[src/rtl/cci_mpf_shim_vtp_miss_queue_pkg.sv]
// Shared VTP constants and page-match helpers for the TLB miss queue.
package cci_mpf_shim_vtp_miss_queue_pkg;

    localparam int VTP_VA_PAGE_BITS   = 36;
    localparam int VTP_2MB_PAGE_SHIFT = 9;

    // Channel identifiers; also the type of the round-robin priority pointer.
    typedef enum logic { CH_C0 = 1'b0, CH_C1 = 1'b1 } t_chan;

    // Callers zero-extend page indices to 64 bits so one helper serves any VA width.
    function automatic logic [63:0] vtp4kbTo2mbVA(input logic [63:0] va);
        return va >> VTP_2MB_PAGE_SHIFT;
    endfunction

    function automatic logic vtp_page_match(input logic [63:0] a,
                                            input logic [63:0] b,
                                            input logic        big);
        return big ? (vtp4kbTo2mbVA(a) == vtp4kbTo2mbVA(b)) : (a == b);
    endfunction

endpackage

[src/rtl/cci_mpf_shim_vtp_miss_queue_filter.sv]
// Duplicate filter for one miss channel: hits on queued, active, issuing or filling pages.
module cci_mpf_shim_vtp_miss_queue_filter
    import cci_mpf_shim_vtp_miss_queue_pkg::*;
#(
    parameter int DEPTH        = 4,
    parameter int VA_PAGE_BITS = VTP_VA_PAGE_BITS
)(
    input  logic [VA_PAGE_BITS-1:0]            i_miss_va,
    input  logic [DEPTH-1:0][VA_PAGE_BITS-1:0] i_slot_va,
    input  logic [DEPTH-1:0]                   i_slot_live,
    input  logic                               i_active_valid,
    input  logic [VA_PAGE_BITS-1:0]            i_active_va,
    input  logic                               i_issue_en,
    input  logic [VA_PAGE_BITS-1:0]            i_issue_va,
    input  logic                               i_fill_en,
    input  logic                               i_fill_big,
    input  logic [VA_PAGE_BITS-1:0]            i_fill_va,
    output logic                               o_dup
);

    logic [DEPTH-1:0] w_slot_hit;

    always_comb begin
        for (int i = 0; i < DEPTH; i++) begin
            w_slot_hit[i] = i_slot_live[i] && (i_slot_va[i] == i_miss_va);
        end
    end

    assign o_dup = (|w_slot_hit)
                || (i_active_valid && (i_active_va == i_miss_va))
                || (i_issue_en && (i_issue_va == i_miss_va))
                || (i_fill_en && vtp_page_match(64'(i_fill_va), 64'(i_miss_va), i_fill_big));

endmodule

[src/rtl/cci_mpf_shim_vtp_miss_queue.sv]
// Deduplicating, ordered TLB miss queue between the dual-channel VTP lookup and the page walker.
module cci_mpf_shim_vtp_miss_queue
    import cci_mpf_shim_vtp_miss_queue_pkg::*;
#(
    parameter int DEPTH          = 4,
    parameter int VA_PAGE_BITS   = VTP_VA_PAGE_BITS,
    parameter int DEBUG_MESSAGES = 0
)(
    input  logic                    clk,
    input  logic                    reset,
    input  logic [1:0]              missEn,
    input  logic [VA_PAGE_BITS-1:0] missVA [0:1],
    output logic                    walkReqEn,
    output logic [VA_PAGE_BITS-1:0] walkReqVA,
    input  logic                    walkReqRdy,
    input  logic                    walkDone,
    input  logic                    fillEn,
    input  logic                    fillBigPage,
    input  logic [VA_PAGE_BITS-1:0] fillVA,
    output logic [1:0]              statDup,
    output logic [1:0]              statDrop
);

    localparam int IDX_W = $clog2(DEPTH);
    localparam int PTR_W = IDX_W + 1;

    typedef struct packed {
        logic                    live;
        logic [VA_PAGE_BITS-1:0] va;
    } t_slot;

    t_slot                   r_slot [DEPTH];
    logic [PTR_W-1:0]        r_head, r_tail;
    logic                    r_active_valid;
    logic [VA_PAGE_BITS-1:0] r_active_va;
    t_chan                   r_rr;
    logic [1:0]              r_stat_dup, r_stat_drop;

    logic [PTR_W-1:0]                   w_count, w_free;
    logic [IDX_W-1:0]                   w_head_idx, w_tail_idx, w_tail_idx_nx;
    logic                               w_empty, w_head_live, w_xfer, w_pop;
    logic [DEPTH-1:0][VA_PAGE_BITS-1:0] w_slot_va;
    logic [DEPTH-1:0]                   w_slot_live;
    logic [1:0]                         w_dup, w_want, w_stat_dup, w_stat_drop, w_enq_cnt;
    logic [VA_PAGE_BITS-1:0]            w_enq_va [0:1];
    logic                               w_rr_flip;
    t_chan                              w_first, w_second;

    assign w_count       = r_tail - r_head;
    assign w_empty       = (w_count == '0);
    assign w_head_idx    = r_head[IDX_W-1:0];
    assign w_tail_idx    = r_tail[IDX_W-1:0];
    assign w_tail_idx_nx = w_tail_idx + IDX_W'(1);
    assign w_head_live   = !w_empty && r_slot[w_head_idx].live;

    // Killed heads drain one per cycle even while a walk is active.
    assign walkReqEn = w_head_live && !r_active_valid;
    assign walkReqVA = walkReqEn ? r_slot[w_head_idx].va : '0;
    assign w_xfer    = walkReqEn && walkReqRdy;
    assign w_pop     = w_xfer || (!w_empty && !w_head_live);
    assign w_free    = PTR_W'(DEPTH) - w_count + PTR_W'(w_pop);

    assign w_first  = r_rr;
    assign w_second = t_chan'(~r_rr);

    always_comb begin
        for (int i = 0; i < DEPTH; i++) begin
            w_slot_va[i]   = r_slot[i].va;
            w_slot_live[i] = r_slot[i].live;
        end
    end

    for (genvar c = 0; c < 2; c++) begin : g_filter
        cci_mpf_shim_vtp_miss_queue_filter #(
            .DEPTH        (DEPTH),
            .VA_PAGE_BITS (VA_PAGE_BITS)
        ) u_filter (
            .i_miss_va      (missVA[c]),
            .i_slot_va      (w_slot_va),
            .i_slot_live    (w_slot_live),
            .i_active_valid (r_active_valid),
            .i_active_va    (r_active_va),
            .i_issue_en     (w_xfer),
            .i_issue_va     (walkReqVA),
            .i_fill_en      (fillEn),
            .i_fill_big     (fillBigPage),
            .i_fill_va      (fillVA),
            .o_dup          (w_dup[c])
        );
    end

    always_comb begin
        // NOTE: every signal driven here gets a default first, so no branch can infer a latch.
        w_want      = missEn & ~w_dup;
        w_stat_dup  = missEn & w_dup;
        w_stat_drop = '0;
        w_enq_cnt   = '0;
        w_enq_va[0] = missVA[w_first];
        w_enq_va[1] = missVA[w_second];
        w_rr_flip   = 1'b0;
        if (w_want[w_first] && w_want[w_second]) begin
            if (missVA[0] == missVA[1]) begin
                w_stat_dup[w_second] = 1'b1;
                w_rr_flip            = 1'b1;
                if (w_free != '0) w_enq_cnt = 2'd1;
                else              w_stat_drop[w_first] = 1'b1;
            end else if (w_free >= PTR_W'(2)) begin
                w_enq_cnt = 2'd2;
            end else if (w_free == PTR_W'(1)) begin
                w_enq_cnt             = 2'd1;
                w_stat_drop[w_second] = 1'b1;
                w_rr_flip             = 1'b1;
            end else begin
                w_stat_drop = 2'b11;
            end
        end else if (|w_want) begin
            w_enq_va[0] = w_want[CH_C1] ? missVA[1] : missVA[0];
            if (w_free != '0) w_enq_cnt = 2'd1;
            else              w_stat_drop = w_want;
        end
    end

    always_ff @(posedge clk or negedge reset) begin
        if (!reset) begin
            // NOTE: the slot array is reset as well; its live bits feed the duplicate filter.
            for (int i = 0; i < DEPTH; i++) r_slot[i] <= '0;
            r_head         <= '0;
            r_tail         <= '0;
            r_active_valid <= 1'b0;
            r_active_va    <= '0;
            r_rr           <= CH_C0;
            r_stat_dup     <= '0;
            r_stat_drop    <= '0;
        end else begin
            // NOTE: the last non-blocking write to a slot wins, so pop, kill, enqueue run oldest first.
            if (w_pop) r_slot[w_head_idx].live <= 1'b0;
            if (fillEn) begin
                for (int i = 0; i < DEPTH; i++) begin
                    if (vtp_page_match(64'(r_slot[i].va), 64'(fillVA), fillBigPage))
                        r_slot[i].live <= 1'b0;
                end
            end
            if (w_enq_cnt != 2'd0) r_slot[w_tail_idx]    <= t_slot'{live: 1'b1, va: w_enq_va[0]};
            if (w_enq_cnt == 2'd2) r_slot[w_tail_idx_nx] <= t_slot'{live: 1'b1, va: w_enq_va[1]};
            r_head <= r_head + PTR_W'(w_pop);
            r_tail <= r_tail + PTR_W'(w_enq_cnt);
            if (w_xfer) begin
                r_active_valid <= 1'b1;
                r_active_va    <= r_slot[w_head_idx].va;
            end else if (walkDone) begin
                r_active_valid <= 1'b0;
            end
            if (w_rr_flip) r_rr <= t_chan'(~r_rr);
            r_stat_dup  <= w_stat_dup;
            r_stat_drop <= w_stat_drop;
        end
    end

    assign statDup  = r_stat_dup;
    assign statDrop = r_stat_drop;

    always @(posedge clk) begin
        if (reset) begin
            assert (!(walkDone && !r_active_valid))
                else $warning("miss_queue: walkDone with no active walk, ignored");
        end
    end

    if (DEBUG_MESSAGES != 0) begin : g_debug
        always @(posedge clk) begin
            if (reset) begin
                if (w_enq_cnt != 2'd0) $info("miss_queue: enqueue %h (count %0d)", w_enq_va[0], w_enq_cnt);
                if (w_xfer) $info("miss_queue: issue %h", walkReqVA);
                if (walkDone && r_active_valid) $info("miss_queue: retire %h", r_active_va);
            end
        end
    end

endmodule
[config.mk]
export PLATFORM = sky130hd
export DESIGN_NAME = cci_mpf_shim_vtp_miss_queue
export DESIGN_NICKNAME = d
export VERILOG_FILES = /design/src/rtl/cci_mpf_shim_vtp_miss_queue_pkg.sv /design/src/rtl/cci_mpf_shim_vtp_miss_queue_filter.sv /design/src/rtl/cci_mpf_shim_vtp_miss_queue.sv
export SDC_FILE = /design/constraint.sdc
export NUM_CORES = 1
export LEC_CHECK = 0
export BUFFER_PORTS_ARGS = -buffer_cell sky130_fd_sc_hd__buf_4
export CAP_MARGIN = 5
export CORE_MARGIN = 2
export CORE_UTILIZATION = 31
export CTS_BUF_LIST = sky130_fd_sc_hd__clkbuf_4 sky130_fd_sc_hd__clkbuf_8 sky130_fd_sc_hd__clkbuf_16
export CTS_CLUSTER_DIAMETER = 80
export DETAILED_ROUTE_END_ITERATION = 7
export PLACE_DENSITY = 0.53
export SLEW_MARGIN = 20
export SYNTH_ARGS = -nofsm -noshare
export SYNTH_HDL_FRONTEND = slang
export SYNTH_SLANG_ARGS = --single-unit
[constraint.sdc]
create_clock -name clk -period 11.9 [get_ports clk]
set_input_delay 1.19 -clock clk [delete_from_list [all_inputs] [get_ports clk]]
set_output_delay 1.19 -clock clk [all_outputs]
set_load 0.01 [all_outputs]
; ---- After elaboration in Yosys (flattened, before gate mapping)
; Index checks and enable logic that the tools add are counted.
; W data, S select, Z words.
[totals]
register_bits = 196
latch_bits = 0
ramBits = 0
romBits = 0
in_bits = 116
out_inout_bits = 41
n_memories = 0
[classes]
n_addsub = 6
mul = 0
div = 0
magnitude_cmp = 13
eq_ne = 27
shifts = 0
muxes = 68
n_bitwise = 10
reduce_logical = 41
[op_table]
columns = op, n
row1 = $eq A36 B36 Y1, 19
row2 = $bwmux W148, 3
row3 = $mux W148, 3
row4 = $mux W36, 10
row5 = $demux W37 S2, 3
row6 = $mux W37, 5
row7 = $eq A27 B27 Y1, 6
row8 = $bmux W37 S2, 1
row9 = $mux W1, 28
row10 = $mux W2, 13
row11 = $logic_and A1 B1 Y1, 24
row12 = $ge A3 B3 Y1 const B, 3
row13 = $lt A3 B1 Y1 const B, 3
row14 = $not A2 Y3, 3
row15 = $reduce_or A4 Y1, 2
row16 = $logic_or A1 B1 Y1, 7
row17 = $add A3 B1 Y3, 2
row18 = $and A2 B2 Y2, 2
row19 = $ge A2 B2 Y1 const B, 2
row20 = $lt A1 B2 Y1 const B, 2
row21 = $not A1 Y2, 2
row22 = $reduce_bool A2 Y1, 2
row23 = $add A3 B2 Y3, 1
row24 = $eq A3 B1 Y1 const B, 1
row25 = other kinds (14), 18

; ---- Depth between registers and ports, before layout
; Gate-level depths: netlist of run 1.
[depth]
ltp_word = 21
mapped_depth = 23
mapped_depth_nobuf = 20

; ---- Modules after synthesis
; Synthesis of run 1 repeated with hierarchy kept, for this count alone.
[unflattened]
hier_cells = 2006
area_unflattened_um2 = 19029.5
[by_module_without_submodules]
columns = module, instances, cells_each, area_each_um2, seq_area_each_um2
row1 = cci_mpf_shim_vtp_miss_queue, 1, 1242, 12793.5, 4904.7
row2 = cci_mpf_shim_vtp_miss_queue_filter, 2, 382, 3118.0, 0.0

; ---- Worst setup path before layout of run 1
; OpenSTA, ideal clock, no wires.
[synth_path]
kind = reg-to-reg
start = register r_tail[0]
end = register r_slot[101] in the netlist's numbering
setup_ns = 0.126
t_arrival_ns = 4.479
required_ns = 11.774
setup_slack_ns = 7.295
path_stages_with_launch = 24
period_less_slack_ns = 4.605
cell_sequence = dfrtp_1 -> inv_1 -> ha_1 -> fa_1 -> xor3_1 -> o211ai_2 -> inv_1 -> buf_2 -> buf_2 -> nand2_1 -> o21ai_1 -> inv_1 -> ha_1 -> inv_1 -> ha_1 -> xor2_1 -> or2_2 -> clkbuf_1 -> nand2_1 -> or4_1 -> clkbuf_1 -> clkbuf_1 -> and3_1 -> a221o_1
[synth_between]
elab_chain_len = 20
word_cells_on_any_way = 60
classes_between = 4 x add/sub / 5 x order compare / 4 x eq/ne / 23 x mux / 4 x bitwise / 20 x reduce/logical
[synth_lines]
columns = element, line
row1 = from (decl), cci_mpf_shim_vtp_miss_queue.sv:33  ; logic [PTR_W-1:0] r_head, r_tail;
row2 = from (signal assigned), cci_mpf_shim_vtp_miss_queue.sv:146  ; r_tail <= r_tail + PTR_W'(w_enq_cnt);
row3 = $sub A3 B3 Y3, cci_mpf_shim_vtp_miss_queue.sv:49  ; assign w_count = r_tail - r_head;
row4 = $logic_not A3 Y1, cci_mpf_shim_vtp_miss_queue.sv:50  ; assign w_empty = (w_count == '0);
row5 = $logic_not A1 Y1, "cci_mpf_shim_vtp_miss_queue.sv:54, cci_mpf_shim_vtp_miss_queue.sv:60"
row6 = $logic_and A1 B1 Y1, cci_mpf_shim_vtp_miss_queue.sv:54  ; assign w_head_live = !w_empty && r_slot[w_head_idx].live;
row7 = $logic_and A1 B1 Y1, cci_mpf_shim_vtp_miss_queue.sv:57  ; assign walkReqEn = w_head_live && !r_active_valid;
row8 = $mux W36, cci_mpf_shim_vtp_miss_queue.sv:58  ; assign walkReqVA = walkReqEn ? r_slot[w_head_idx].va : '0;
row9 = $eq A36 B36 Y1, cci_mpf_shim_vtp_miss_queue_filter.sv:31  ; || (i_issue_en && (i_issue_va == i_miss_va))
row10 = $logic_and A1 B1 Y1, cci_mpf_shim_vtp_miss_queue_filter.sv:31
row11 = [3 not listed], -
row12 = $and A2 B2 Y2, cci_mpf_shim_vtp_miss_queue.sv:94  ; w_want = missEn & ~w_dup;
row13 = $mux W1 (not written as such) (2 in a row), cci_mpf_shim_vtp_miss_queue.sv:101  ; if (w_want[w_first] && w_want[w_second]) begin
row14 = $logic_and A1 B1 Y1, cci_mpf_shim_vtp_miss_queue.sv:101
row15 = $mux W36 or $mux W2 (tied branches), cci_mpf_shim_vtp_miss_queue.sv:101
row16 = $bwmux W148 or $reduce_bool A2 Y1 (tied branches), cci_mpf_shim_vtp_miss_queue.sv:143  ; if (w_enq_cnt != 2'd0) r_slot[w_tail_idx] <= t_slot'{live: 1'b1, va: w_enq_va[0]};
row17 = $mux W148, cci_mpf_shim_vtp_miss_queue.sv:143
row18 = $bwmux W148, cci_mpf_shim_vtp_miss_queue.sv:144  ; if (w_enq_cnt == 2'd2) r_slot[w_tail_idx_nx] <= t_slot'{live: 1'b1, va: w_enq_va[1]};
row19 = $mux W148 (*), cci_mpf_shim_vtp_miss_queue.sv:144
row20 = "to (signal, indexed assignment)", cci_mpf_shim_vtp_miss_queue.sv:143
row21 = "to (signal, indexed assignment)", cci_mpf_shim_vtp_miss_queue.sv:144
row22 = to (decl), cci_mpf_shim_vtp_miss_queue.sv:32  ; t_slot r_slot [DEPTH];
; Every way passes the cells marked *; elsewhere a longest branch is shown, timed or not. The select of a mux whose other input is x is not followed.
; A chain may end at the register's enable or synchronous reset.

; ---- Worst setup path in the final report of run 1
[layout_path]
start = register r_head[0]
end = register r_slot[99] in the netlist's numbering
[layout_between]
elab_chain_len = 21
word_cells_on_any_way = 53
classes_between = 3 x add/sub / 1 x order compare / 4 x eq/ne / 24 x mux / 3 x bitwise / 18 x reduce/logical
[layout_lines]
columns = element, line
row1 = from (decl), cci_mpf_shim_vtp_miss_queue.sv:33
row2 = from (signal assigned), cci_mpf_shim_vtp_miss_queue.sv:145  ; r_head <= r_head + PTR_W'(w_pop);
row3 = branches (longest 20 deep; another with $sub A3 B3 Y3), -
row4 = $mux W148 (*), cci_mpf_shim_vtp_miss_queue.sv:144
; Every way passes the cells marked *. The select of a mux whose other input is x is not followed.

==> qor.yml, run 1 <==
sta:
  finalMaxSlewViolations: 0
  skew_ns: 0.01481
  layout_setup_ws_ns: 4.138
  hold_violations: 0
  tns_ns: 0
  rsz0062_at_grt: "false"
  max_freq_ghz: 0.1288
  worst_pin_slew_ns: 1.155
  setup_viol: 0
  relSlewSlack_pct: 23.03
  finalCriticalPeriod_ns: 7.762
  min_period_over_period_pct: 65.22
place:
  dp_hpwl_um: 90470
  post-place-cells: 3008
  routabilityCongestion: 1.053
  portBuffers: 156
  preCtsSetupSlack_ns: 4.356
cts:
  cts_buffers: 17
  cts_resized: 0
  root_buffer: "clkbuf_16"
  cts_max_level: 4
  clockBufferDepth: 2
  post_cts_buffers: 0
  cts.sinks: 196
  cts_tree: "done"
  clock_latency_ns: 0.53
  holdBufCountCts: 0
  clk_pin_slew_ns: 0.09
synthesis:
  yosys.area.top_type: "dfrtp_1"
  synth_cells: 2211
  synth.distinct_cells: 75
  synthesis.nets: 2335
  syn_area_sq_mm: 0.02057
  yosys.area.top_type_share_pct: 23.84
  yosys_warnings: 0
  ys_ff_latch: 196
  synth_area_leaders: "dfrtp_1, xnor2_1, xor2_1"
  synth-main-ff-cell: "dfrtp_1"
  synth-async-reset-ratio_pct: 100.0
  synth_seq_area_share_pct: 23.84
  synth-edff-count: 0
  synth.avg_cell_area_sq_um: 9.303
drt:
  ant_nets: 0
  wl_um: 126300
  drtIter0Drc: 3319
  wl_per_cell_um: 41.48
  num_vias: 20420
  drc: 0
  firstDrtPassIters: 7
  viasPerCell: 6.706
grt:
  antenna_found_initial: 7
  grt.overflow.total: 0
  grt_max_degree: 74
  grt_usage_pct: 36.47
  grt_pass1_vias: 19140
  grt_use_met1_pct: 48.68
  grt-busiest-layer: "met2"
  use_met3_pct: 7.927
  grt_pass1_wl_um: 169200
  use_met2_pct: 54.46
power_and_ir_drop:
  switchingPower_mw: 4.310
  pwr_density_cell_mw_per_mm2: 340.2
  clock_power_share_pct: 8.3
  p_int_mw: 3.382
  swShare_pct: 56.04
  irDropWorstVdd_uv: 246.8
  p_comb_share_pct: 65.2
  p_leak_nw: 8.889
  p_total_mw: 7.692
  seqPwrFrac_pct: 26.6
min_path:
  min_path_type: "flip-flop to flip-flop"
run_status:
  outcome: "complete, no violations"
final_layout:
  fin_nets: 2287
  final_common_cell: "xnor2_1"
  drive_above_1_share_pct: 17.69
  area_growth_pct: 9.915
  fill_cells: 6718
  final_cell_mix: "xnor2_1, xor2_1, dfrtp_1, buf_4, and3_1"
  stdcell_count: 3045
  fin_util_pct: 34.39
worst_setup_path:
  cp_max_fo: 37
  rr_startpoint: "r_head[0]"
  end_kind: "flip-flop"
  path_class: "flip-flop to flip-flop"
  slowest_delay_ns: 1.26
  rr_worst_depth: 18
  start_kind: "flip-flop"
  r2r-end: "r_slot[99]"
  worstPathCellList: "ha_1 > fa_1 > nand2_1 > o211ai_2 > buf_4 > inv_1 > nand2_1 > o21ai_1 > inv_1 > ha_1 > inv_1 > ha_1 > xor2_1 > or2_2 > nand2_1 > or4_2 > and3_1 > a221o_1"
  worstPathRequired_ns: 12.31
  critical_path.slowest_cell: "or4_2"
  worstPathArrival_ns: 8.17
  crit_end: "r_slot[99]"
  reg2reg_slack_ns: 4.14
  crit_path_start: "r_head[0]"
floorplanning:
  core_sq_mm: 0.06575
  fp.dieW_um: 261.6
  die-area_sq_mm: 0.06843
  start_util_pct: 31.29
  num_rows: 94
  die_h_um: 261.6
  pin_count: 157
job:
  max_cap_violations: 0
sequential cells by signal, summed over array words and instances, names as in the netlist:
register        cells
statDrop            2
r_tail              3
r_head              3
r_active_va        36
r_slot            148
r_active_valid      1
r_rr                1
statDup             2
worst max-delay path: cells and delay by family, from the launching register on:
kind	cells	cell delay [ns]
AOI/OAI and AO/OA	3	1.00
xor gates and xnor gates	1	0.18
buffers and inverters	4	1.09
adders and majority gates	4	1.10
DFF	1	0.82
and+or+nand+nor	6	3.34
layout make-up:
class | instances | area (sq um) | area share, %
Multi-Input combinational cell | 1686 | 14340 | 63.43
Sequential cell | 196 | 4911 | 21.72
Timing Repair Buffer | 183 | 1380 | 6.104
Tap cell | 864 | 1081 | 4.781
Clock buffer | 17 | 425.4 | 1.882
Inverter | 79 | 296.5 | 1.312
Clock inverter | 15 | 161.4 | 0.7139
Antenna cell | 5 | 12.51 | 0.05534
how the worst min path moves through the flow:
stage	from	to	cells past startpoint
after floorplan	r_tail[2]	r_tail[2]	1
after global placement	r_head[2]	r_head[2]	1
after detailed placement	r_head[2]	r_head[2]	1
after CTS	r_head[2]	r_head[2]	1
after global routing	r_head[2]	r_head[2]	1
final	r_head[2]	r_head[2]	1
per-stage QoR:
stage          instance area, sq um  hold WS (ns)
4_1_cts                       22600        0.5046
5_1_grt                       22600        0.5306
3_5_place_dp                  22010        0.4913
6_report                      22610        0.5064
3_3_place_gp                  22010        0.4870
2_1_floorplan                 20570        0.4392
layer usage:
layer / share of wire, % / vias up / wire length [um]
li1: - / 7972 / -
met3: 11 / 356 / 14090
met5: 0.021 / - / 27
met4: 6.2 / 4 / 7799
met2: 43 / 1770 / 54280
met1: 40 / 10320 / 50120
Yosys cell counts, drive strengths merged, types with 18 or more instances:
library cell and instances:
xnor2 377, xor2 267, dfrtp 196, clkbuf 155, a221o 148, and3 147, nor2 106, nand4 105
buf 95, nor4 90, inv 78, mux2 61, nand2 47, a311oi 36, o2bb2ai 36, mux4 34
o21ai 33, mux2i 20, and2 18
kinds of logic (layout without fill, tap and decap cells):
logic type	Yosys count	count (layout)	synth area share, %
xor+xnor	645	645	27.54
other cells	0	5	0
buf+inv	329	294	6.831
flops	196	196	23.84
fa+ha+maj	8	8	0.5596
compound gates	348	348	17.46
simple gates	570	570	15.74
mux	115	115	8.035
power groups by stage:
stage               combinational, mW  sequential (mW)  clock (mW)
floorplan                        3.42             1.36           0
global placement                 4.81             2.00           0
detailed placement               4.84             1.99           0
CTS                              4.86             1.98       0.638
global route                     5.22             2.02       0.667
finish                           5.01             2.04       0.637
Power figures use the tool's default switching activity.
==> run 2, diff against run 1 <==
==> constraint.sdc (replaced) <==
create_clock -name clk -period 7.2 [get_ports clk]
set_input_delay 0.72 -clock clk [delete_from_list [all_inputs] [get_ports clk]]
set_output_delay 0.72 -clock clk [all_outputs]
set_load 0.01 [all_outputs]
==> qor.yml, run 2 (synthesized netlist as in run 1, its figures left out) <==
drt:
  wl_um: 125300  # -0.78%
  ant_nets: 0  # unchanged
  num_vias: 20440  # +0.088%
  drc: 0  # unchanged
  wl_per_cell_um: 41.12  # -0.87%
  viasPerCell: 6.705  # about the same
  firstDrtPassIters: 6  # -1
  drtIter0Drc: 3534  # +6.5%
cts:
  holdBufCountCts: 0  # unchanged
  clock_latency_ns: 0.53  # about the same
  root_buffer: "clkbuf_16"
  post_cts_buffers: 0  # unchanged
  clockBufferDepth: 2  # unchanged
  cts_max_level: 4  # unchanged
  cts_tree: "done"
  clk_pin_slew_ns: 0.08  # about the same
  cts.sinks: 196  # unchanged
  cts_buffers: 17  # unchanged
  cts_resized: 0  # unchanged
sta:
  min_period_over_period_pct: 93.85  # +29 points
  hold_violations: 0  # unchanged
  worst_pin_slew_ns: 1.199  # +0.04471 ns
  max_freq_ghz: 0.1480  # +15%
  skew_ns: 0.01551  # +0.0007057 ns
  finalCriticalPeriod_ns: 6.757  # -1.005 ns
  tns_ns: 0  # unchanged
  setup_viol: 0  # unchanged
  finalMaxSlewViolations: 0  # unchanged
  rsz0062_at_grt: "false"
  relSlewSlack_pct: 19.31  # -3.7 points
worst_setup_path:
  cp_max_fo: 51  # +38%
  worstPathRequired_ns: 7.66  # -4.65 ns
  slowest_delay_ns: 0.90  # -0.36 ns
  path_class: "flip-flop to flip-flop"
  worst-path-buf-inv: 4  # unchanged
  critical_path.slowest_cell: "a211o_4"
  worstPathCellList: "inv_1 > ha_1 > fa_1 > nand2_1 > o211ai_2 > buf_4 > inv_1 > nand2_1 > xnor2_1 > nor4_1 > nand4b_1 > a211o_4 > buf_4 > a311oi_2 > a221o_1"
  start_kind: "flip-flop"
  worstPathArrival_ns: 7.22  # -0.95 ns
  cpLargestDelayFamily: "simple AND/OR/NAND/NOR gates"
  end_kind: "flip-flop"
run_status:
  outcome: "complete, no violations"
floorplanning:
  pin_count: 157  # unchanged
  die-area_sq_mm: 0.06843  # unchanged
  die_h_um: 261.6  # unchanged
  start_util_pct: 31.29  # unchanged
  num_rows: 94  # unchanged
  fp.dieW_um: 261.6  # unchanged
  core_sq_mm: 0.06575  # unchanged
final_layout:
  largest_register_ffs: 148  # unchanged
  top_register: "r_slot"
  drive_above_1_share_pct: 17.73  # +0.035 points
  area_growth_pct: 10.21
  final_cell_mix: "xnor2_1, xor2_1, dfrtp_1, buf_4, a221o_1"
  fin_util_pct: 34.48  # +0.093 points
  fin_nets: 2295  # +0.35%
  reg_top3: "r_slot: 148 flops, r_active_va: 36 flops"
  stdcell_count: 3048  # +0.099%
  final_common_cell: "xnor2_1"
grt:
  grt_max_degree: 71  # -4.1%
  antenna_found_initial: 3  # -4
  grt_pass1_wl_um: 168500  # -0.45%
  grt_pass1_vias: 19160  # +0.094%
  grt.overflow.total: 0  # unchanged
  grt_usage_pct: 36.14  # -0.33 points
power_and_ir_drop:
  p_leak_nw: 8.930  # +0.46%
  pwr_density_cell_mw_per_mm2: 562.3  # +65%
  irDropWorstVdd_uv: 293.0  # +19%
place:
  post-place-cells: 3016  # +0.27%
  routabilityCongestion: 1.031  # -2.1%
  dp_hpwl_um: 87910  # -2.8%
  portBuffers: 156  # unchanged
min_path:
  min_path_type: "input pin to asynchronous set/reset pin"
job:
  max_cap_violations: 0  # unchanged
[run 2: final timing paths]
kind,startpoint,endpoint,slack (ns),cells after the start
worst max register to register,r_tail[0],r_slot[96],0.44,15
worst max-delay path,r_tail[0],r_slot[96],0.44,15
max in group asynchronous,reset,r_slot[65],5.54,2
worst min register to register,r_tail[2],r_tail[2],0.48,1
worst min-delay path,reset,r_active_va[1],0.21,1
min in group clk,walkDone,r_active_valid,0.40,2
[run 2: layer usage]
layer  track usage, %  vias up  wire length (um)
met3            8.885      429             14600
li1                 -     7989                 -
met4            21.53        6              9227
met2            53.68     1766             52670
met1            47.33    10250             48800
met5                0        -                35
[run 2: area by class of cell]
| cell class | count | area (sq um) |
|---|---|---|
| flip-flops and latches | 196 | 4911 |
| multi-input cells | 1686 | 14340 |
| inverters | 79 | 296.5 |
| diodes | 1 | 2.502 |
| clock inverters | 9 | 116.4 |
| repair buffers | 191 | 1440 |
| clock buffers | 22 | 488.0 |
| fillers | 6702 | 43080 |
| well taps | 864 | 1081 |
[run 2: power breakdown]
part / internal, mW / switching, mW
sequential: 1.66 / 1.73
combinational: 3.46 / 4.82
clock: 0.554 / 0.516
[run 2: metrics by stage]
step / power [mW] / area (sq um) / hold slack (ns) / setup WS (ns)
2_1_floorplan: 7.887 / 20570 / 0.4244 / 2.595
3_3_place_gp: 11.16 / 22060 / 0.4720 / 0.8649
3_5_place_dp: 11.27 / 22060 / 0.4622 / 0.7460
4_1_cts: 12.37 / 22670 / 0.2356 / 0.6981
5_1_grt: 13.07 / 22670 / 0.2467 / 0.2152
6_report: 12.75 / 22670 / 0.2134 / 0.4431
